File: config.mk
export PLATFORM = sky130hd
export DESIGN_NAME = adaptive_threshold
export DESIGN_NICKNAME = d
export VERILOG_FILES = /design/src/rtl/thresholding_pkg.sv /design/src/rtl/window_mean.sv /design/src/rtl/adaptive_threshold.sv
export SDC_FILE = /design/constraint.sdc
export NUM_CORES = 1
export LEC_CHECK = 0
export ABC_AREA = 1
export BUFFER_PORTS_ARGS = -buffer_cell sky130_fd_sc_hd__buf_2
export CORE_ASPECT_RATIO = 0.9
export CORE_MARGIN = 2
export CORE_UTILIZATION = 50
export CTS_CLUSTER_DIAMETER = 50
export DETAILED_ROUTE_END_ITERATION = 12
export GPL_TIMING_DRIVEN = 1
export MAX_ROUTING_LAYER = met4
export PLACE_DENSITY = 0.67
export SLEW_MARGIN = 20
export SYNTH_ARGS = -nofsm -noshare
export SYNTH_HDL_FRONTEND = slang
export SYNTH_HIERARCHICAL = 1
export SYNTH_SLANG_ARGS = --single-unit
File: constraint.sdc
create_clock -name clk -period 2.25 [get_ports clk]
set_input_delay 0.675 -clock clk [delete_from_list [all_inputs] [get_ports clk]]
set_output_delay 0.675 -clock clk [all_outputs]
set_load 0.05 [all_outputs]
File: src/rtl/thresholding_pkg.sv
// Shared types and helpers for the pixel thresholding blocks.
// Covers the mode encoding, window size derivation and saturating arithmetic.
package thresholding_pkg;

  typedef enum logic {
    THR_FIXED    = 1'b0,
    THR_ADAPTIVE = 1'b1
  } thr_mode_e;

  function automatic int unsigned win_of(input int unsigned log_win);
    return 32'd1 << log_win;
  endfunction

  function automatic logic [31:0] sat_sub(input logic [31:0] a, input logic [31:0] b);
    return (a > b) ? (a - b) : 32'd0;
  endfunction

  // Clamps a + b to maxv so callers can saturate at any pixel width.
  function automatic logic [31:0] sat_add(input logic [31:0] a, input logic [31:0] b,
                                          input logic [31:0] maxv);
    logic [32:0] s;
    s = {1'b0, a} + {1'b0, b};
    return (s > {1'b0, maxv}) ? maxv : s[31:0];
  endfunction

endpackage

File: src/rtl/window_mean.sv
// Per-line sliding window of the last 2^LOG_WIN accepted pixels.
// Provides the window mean and a flag once the window has filled on this line.
module window_mean
  import thresholding_pkg::*;
#(
  parameter int PIX_W   = 8,
  parameter int LOG_WIN = 3
) (
  input  logic             clk,
  input  logic             rst_n,
  input  logic             push,
  input  logic             clr,
  input  logic [PIX_W-1:0] din,
  output logic [PIX_W-1:0] mean,
  output logic             full
);

  localparam int WIN   = win_of(LOG_WIN);
  localparam int SUM_W = PIX_W + LOG_WIN;
  localparam logic [LOG_WIN:0] WIN_CNT = (LOG_WIN + 1)'(WIN);

  logic [PIX_W-1:0]   win_q [WIN];
  logic [SUM_W-1:0]   sum_q;
  logic [LOG_WIN:0]   fill_q;

  // Unfilled slots hold zero, so sum + new - oldest stays exact while filling.
  always_ff @(posedge clk or negedge rst_n) begin
    if (!rst_n) begin
      for (int i = 0; i < WIN; i++) win_q[i] <= '0;
      sum_q  <= '0;
      fill_q <= '0;
    end else if (push) begin
      if (clr) begin
        for (int i = 0; i < WIN; i++) win_q[i] <= '0;
        sum_q  <= '0;
        fill_q <= '0;
      end else begin
        win_q[0] <= din;
        for (int i = 1; i < WIN; i++) win_q[i] <= win_q[i-1];
        sum_q <= sum_q + SUM_W'(din) - SUM_W'(win_q[WIN-1]);
        if (!full) fill_q <= fill_q + 1'b1;
      end
    end
  end

  assign full = (fill_q == WIN_CNT);
  assign mean = sum_q[SUM_W-1:LOG_WIN];

endmodule

File: src/rtl/adaptive_threshold.sv
// Streaming pixel binariser: fixed or per-line running-mean threshold, two-stage pipeline.
// Optional hysteresis around the threshold is enabled with the THRESH_HYST_EN macro.
module adaptive_threshold
  import thresholding_pkg::*;
#(
  parameter int PIX_W   = 8,
  parameter int LOG_WIN = 3,
  parameter int HYST    = 4
) (
  input  logic             clk,
  input  logic             rst_n,
  input  logic             mode,
  input  logic             invert,
  input  logic             cfg_we,
  input  logic [PIX_W-1:0] thr_in,
  input  logic [PIX_W-1:0] off_in,
  input  logic             s_valid,
  output logic             s_ready,
  input  logic [PIX_W-1:0] s_data,
  input  logic             s_last,
  output logic             m_valid,
  input  logic             m_ready,
  output logic [PIX_W-1:0] m_data,
  output logic             m_last
);

`ifdef THRESH_HYST_EN
  localparam bit HYST_ON = 1'b1;
`else
  localparam bit HYST_ON = 1'b0;
`endif
  localparam logic [31:0]      BAND     = HYST_ON ? 32'(HYST) : 32'd0;
  localparam logic [PIX_W-1:0] PIX_ONES = '1;
  localparam logic [PIX_W-1:0] THR_RST  = {1'b1, {(PIX_W-1){1'b0}}};

  logic             adv, accept;
  logic [PIX_W-1:0] thr_q, off_q;
  logic [PIX_W-1:0] win_mean;
  logic             win_full;
  logic [PIX_W-1:0] thr_cur;

  logic             s1_valid, s1_last, s1_invert;
  logic [PIX_W-1:0] s1_data, s1_thr;
  logic [PIX_W-1:0] thr_hi;
  logic             res_raw;

  assign adv     = m_ready | ~m_valid;
  assign s_ready = adv;
  assign accept  = s_valid & adv;

  always_ff @(posedge clk or negedge rst_n) begin
    if (!rst_n) begin
      thr_q <= THR_RST;
      off_q <= '0;
    end else if (cfg_we) begin
      thr_q <= thr_in;
      off_q <= off_in;
    end
  end

  window_mean #(.PIX_W(PIX_W), .LOG_WIN(LOG_WIN)) u_window (
    .clk   (clk),
    .rst_n (rst_n),
    .push  (accept),
    .clr   (s_last),
    .din   (s_data),
    .mean  (win_mean),
    .full  (win_full)
  );

  // Window state is sampled before this pixel is shifted in, so it covers only earlier pixels.
  always_comb begin
    thr_cur = thr_q;
    if (thr_mode_e'(mode) == THR_ADAPTIVE && win_full)
      thr_cur = PIX_W'(sat_sub(32'(win_mean), 32'(off_q)));
  end

  always_ff @(posedge clk or negedge rst_n) begin
    if (!rst_n) begin
      s1_valid  <= 1'b0;
      s1_data   <= '0;
      s1_thr    <= '0;
      s1_last   <= 1'b0;
      s1_invert <= 1'b0;
    end else if (adv) begin
      s1_valid <= s_valid;
      if (s_valid) begin
        s1_data   <= s_data;
        s1_thr    <= thr_cur;
        s1_last   <= s_last;
        s1_invert <= invert;
      end
    end
  end

  assign thr_hi = PIX_W'(sat_add(32'(s1_thr), BAND, 32'(PIX_ONES)));

`ifdef THRESH_HYST_EN
  logic [PIX_W-1:0] thr_lo;
  logic             hyst_q;

  assign thr_lo = PIX_W'(sat_sub(32'(s1_thr), BAND));

  always_comb begin
    res_raw = hyst_q;
    if (s1_data > thr_hi)      res_raw = 1'b1;
    else if (s1_data < thr_lo) res_raw = 1'b0;
  end

  always_ff @(posedge clk or negedge rst_n) begin
    if (!rst_n)                hyst_q <= 1'b0;
    else if (adv && s1_valid)  hyst_q <= s1_last ? 1'b0 : res_raw;
  end
`else
  always_comb begin
    res_raw = (s1_data > thr_hi);
  end
`endif

  always_ff @(posedge clk or negedge rst_n) begin
    if (!rst_n) begin
      m_valid <= 1'b0;
      m_data  <= '0;
      m_last  <= 1'b0;
    end else if (adv) begin
      m_valid <= s1_valid;
      if (s1_valid) begin
        m_data <= {PIX_W{res_raw ^ s1_invert}};
        m_last <= s1_last;
      end
    end
  end

endmodule

Word level (Yosys, flattened, before mapping)

Index checks and enable logic that the tools add are counted.

Bits in registers: 117
Input bits: 32
Output and inout port bits: 11
Word-level logic and storage cells: 44

Add/subtract/negate cells: 4
$lt $le $gt $ge: 3
Equality and inequality tests: 2
Mux-type cells: 7
Bitwise operators: 4
Reductions and logical operators: 4

Operator list:

| cell                  | number |
|---|---|
| $mux W64              | 1 |
| $mux W8               | 3 |
| $gt A8 B8 Y1          | 2 |
| $add A11 B8 Y11       | 1 |
| $mux W11              | 1 |
| $sub A11 B8 Y11       | 1 |
| $gt A8 B8 Y1 const B  | 1 |
| $mux W4               | 2 |
| $sub A8 B8 Y8         | 1 |
| $reduce_and A2 Y1     | 3 |
| $add A4 B1 Y4 const B | 1 |
| $eq A4 B4 Y1 const B  | 1 |
| $ne A2 B2 Y1 const B  | 1 |
| $and A1 B1 Y1         | 1 |
| $logic_and A1 B1 Y1   | 1 |
| $not A1 Y1            | 1 |
| $or A1 B1 Y1          | 1 |
| $xor A1 B1 Y1         | 1 |

Longest topological paths before layout

Word-level depth: 4
Mapped depth: 14
Mapped depth without buffers: 14

Cells and area by module

Netlist, hierarchy kept.

By module, submodules not included:

| module             | times used | cells an instance | area each (um^2) | seq. area each (um^2) |
|---|---|---|---|---|
| window_mean        | 1          | 425               | 3854.9           | 1976.9 |
| adaptive_threshold | 1          | 275               | 2190.9           | 952.2 |

Worst setup path before layout

Ideal clock, no wire load.

Path kind: input to register
From: input s_data[1]
To: register u_window.sum_q[8]
Library setup time: 0.117 ns
Arrival time: 2.206 ns
Data required time: 2.133 ns
Slack: -0.074 ns
Stages: 11
Path buffers: 0
Path through: inv_1 > fa_1 > fa_1 > inv_1 > nand3_1 > nand3_1 > nand2_1 > nand2_1 > nand2_1 > nand3_1 > nand2_1

Word-level cells in the longest chain between the ends: 3

Ends and longest elaborated chain:

| element              | line                     | source |
|---|---|---|
| start, declared      | adaptive_threshold.sv:19 | `input logic [PIX_W-1:0] s_data,` |
| $add A11 B8 Y11      | window_mean.sv:40        | `sum_q <= sum_q + SUM_W'(din) - SUM_W'(win_q[WIN-1]);` |
| $sub A11 B8 Y11      | window_mean.sv:40        |  |
| $mux W11             | window_mean.sv:33        | `if (clr) begin` |
| end signal, assigned | window_mean.sv:40        |  |
| end, declared        | window_mean.sv:23        | `logic [SUM_W-1:0] sum_q;` |

Every way passes these cells.
A chain may end at the register's enable or synchronous reset.

Final worst setup path

From: input s_data[7]
To: register u_window.sum_q[10]

Same word-level chain as after synthesis.

==> key figures <==
Logic synthesis
  – Distinct cells, synth: 32
  – EDFF count, synth: 0
  – Post-synthesis sequential area ratio: 0.484
  – Synthesis Warnings: 6
  – Yosys top cell area share: 0.480
  – Mapped Avg Cell Area: roughly 8.6 µm²
  – Top-count cell post-synth: nand2_1
  – Ranking of synthesized cells by area: dfrtp_1 (48%), nand2_1 (9.5%), inv_1 (9.3%)
  – Top FF cell, synth: dfrtp_1
  – Synth area leader: dfrtp_1
  – Post-Syn Area: approximately 6000 µm²
  – FFs w/ async S/R, synth: 1.00
  – Top cells by count, synth: nand2_1 (153), inv_1 (149), dfrtp_1 (116)
  – #FFs+latches synth: 117
  – Post-synth net total: 770
  – Synth Instances: 700

Detailed routing
  – DRT Pass-1 Iters: 4
  – Routed WL: ~13000 µm
  – Vias per cell: 4.92
  – # DRC: 0
  – DR WL/cell: ~14 µm
  – Iter 0 DRT Violations: approximately 220
  – Via count: between 4000 and 5000
  – Post-route ant nets: 0

CTS
  – H-Tree Depth: 4
  – Post-CTS setup repair buffer count: 0
  – Worst-Skew Late Latency: approximately 420 ps
  – CTS Buf Count: 17
  – Sink Count: approximately 120
  – Resize count post-CTS: 0
  – Root buffer cell: clkbuf_16
  – Hold-fix buffers, CTS: 0
  – Longest Clk Path Bufs: 2
  – Clock transition at the registers of the reported paths: roughly 50 ps
  – TritonCTS clock tree: built

Cells and area
  – Ratio of cells with drive above 1 in the final layout: 0.181
  – Fin util: 0.594
  – FF/Latch Area: about 2900 µm²
  – Cell area after layout: between 7000 and 8000 µm²
  – Antenna Cells: 0
  – Fillers: around 1100
  – Footprint of the multi-input gates: 2380 µm²
  – Layout area overhead: 17.3%
  – Nets: between 800 and 900

Timing
  – Final count of negative-setup-slack endpoints: 0
  – Tmin final: 2100 ps
  – Final Hold Violating Endpoints: 0
  – Setup_tns: 0 ps
  – Worst Skew: 7.88 ps
  – Worst-margin pin slew: about 650 ps
  – Period Utilization, post-route: 0.934
  – Relative slew slack: 0.568
  – RSZ-0062 raised after global routing: true
  – Achievable Freq: 476 MHz
  – Slew Limit Fails: 0

Place
  – Input/output buffers: 42
  – Placed cell area: 6500 µm²
  – DPL Wire Length: ~8800 µm
  – Routability cong.: 0.891

Worst setup path
  – Worst setup SP type: primary input
  – Crit path DAT: about 2400 ps
  – Max incr delay on CP: roughly 540 ps
  – Critical Path RT: between 2000 and 3000 ps
  – Crit Path Category: in2reg
  – CP Cell Sequence: buf_2 > inv_1 > fa_1 > inv_1 > ha_1 > nand2_1 > nor2_1 > nand3_1 > nand3_1 > nand2_1 > nand3_1 > nand2_1
  – Kind of cell adding the most delay to the critical path: adder cells
  – Slowest stage cell on the critical path: fa_1
  – Critical Path End Type: flop
  – CP max FO: 5
  – Crit path buffers/inverters: 3

Floorplan
  – Starting density of the core: 0.507
  – Row count: 38
  – Die extent in y: ~110 µm
  – I/O pins: 43
  – DIE WIDTH: between 100 and 150 µm
  – Die ar.: around 13000 µm²
  – Core Region: 11900 µm²

Pwr
  – Overall Power: between 0.008 and 0.009 W
  – Pwr dens: approximately 1200 nW/µm²
  – Cell-internal power: approximately 0.0052 W
  – Static leakage: about 3.6 nW
  – Switching pwr: ~0.0031 W
  – Sequential Power Share: 0.309
  – Max IR drop VDD: 0.900 mV
  – Clock Power Share: 0.306
  – Sw Ratio: 0.377
  – Logic pwr share: 0.385

Outcome
  – Run status: completed

Flow run
  – Max_cap viols: 0

Global route
  – M1 GR Usage: 0.297
  – First-pass GRT wire length: ~22000 µm
  – Global route total overflow: 0
  – Total Routing Usage GR: 0.221
  – Initial antenna violation count: 0
  – Busiest layer in global routing: met2
  – Met3 Use GR: 0.0696
  – Pin count of the biggest net entering global routing: approximately 120
  – Vias in the first global route: 4538
  – M2 GR Usage: 0.327

Hold path
  – Hold crit path type: in2async
## per-layer routing
layer  wire (µm)  vias to the layer above
li1            -                     2288
met1        6140                     2163
met5           0                        -
met2        5660                       86
met3         607                        9
met4         104                        0
## cell type report
type	count	area share
multi-input combinational	393	0.335
clock inverter	11	0.0143
sequential	117	0.413
clock buffer	21	0.0649
tap	160	0.0282
inverter	154	0.0815
timing repair buffer	68	0.0628
## placed cells by master (no fill, tap or decap), types with 2 or more instances in the layout
cell type / synthesis / routed
or2_2: 2 / 2
clkinvlp_4: 0 / 4
ha_1: 29 / 23
buf_2: 5 / 41
nand4_1: 5 / 5
dfrtp_1: 116 / 115
nor2_1: 34 / 34
nand3b_1: 3 / 3
nand3_1: 21 / 20
buf_4: 18 / 24
o22ai_1: 58 / 58
ha_4: 0 / 6
fa_1: 9 / 8
nand2_2: 3 / 4
clkinv_2: 0 / 3
clkbuf_1: 7 / 2
clkbuf_16: 0 / 17
clkbuf_8: 0 / 2
mux2_2: 9 / 9
xor2_1: 4 / 4
nand3_2: 2 / 3
o21ai_0: 18 / 18
o21ai_1: 11 / 11
nand2_1: 153 / 152
inv_2: 5 / 8
a21oi_2: 1 / 3
inv_1: 149 / 146
a21oi_1: 24 / 22
buf_12: 0 / 3
inv_6: 0 / 2
## state kept, by name, indices dropped and copies added, names as in the netlist
register,count
s1_invert,1
s1_data,8
u_window/win_q,64
off_q,8
m_data,1
m_last,1
u_window/sum_q,11
s1_valid,1
m_valid,1
s1_thr,8
s1_last,1
thr_q,8
u_window/fill_q,4
## path summary, 6_finish.rpt
check	start	end	slack [ps]	depth (start not counted)
setup / recovery	s_data[7]	u_window/sum_q[10]$_DFFE_PN0P_	150	12
setup reg to reg	u_window/sum_q[1]$_DFFE_PN0P_	u_window/sum_q[8]$_DFFE_PN0P_	170	11
hold reg to reg	s1_valid$_DFFE_PN0N_	m_valid$_DFFE_PN0N_	450	2
min in group clk	s1_valid$_DFFE_PN0N_	m_valid$_DFFE_PN0N_	450	2
max in group asynchronous	rst_n	u_window/win_q[8]$_DFFE_PN0P_	1410	2
hold / removal	rst_n	off_q[4]$_DFFE_PN0P_	320	2
## per-stage QoR
step / worst slack [ps] / cells / hold WS, ps
after floorplan: 5.02 / 700 / 379
after global placement: -235 / 892 / 436
after detailed placement: -276 / 892 / 440
after CTS: 128 / 924 / 375
after global routing: -9.56 / 924 / 401
final: 149 / 924 / 319
## logic make-up (layout without fill, tap and decap cells)
group / count (synthesis) / in the layout / synth area share
flip-flops: 117 / 117 / 0.484
buffers and inverters: 190 / 254 / 0.138
AND/OR/NAND/NOR: 227 / 227 / 0.155
multiplexers: 9 / 9 / 0.0168
AO/OA/AOI/OAI: 114 / 114 / 0.109
adder cells (fa/ha/maj): 38 / 38 / 0.0898
XOR/XNOR: 5 / 5 / 0.00724
## power by group through the flow
stage | combinational (W) | sequential, W | clock [W]
finish | 0.00319 | 0.00256 | 0.00253
CTS | 0.00314 | 0.00256 | 0.00260
global route | 0.00362 | 0.00259 | 0.00270
global placement | 0.00304 | 0.00259 | 0
floorplan | 0.00242 | 0.00260 | 0
detailed placement | 0.00309 | 0.00259 | 0
(Power assumes the default switching activity.)
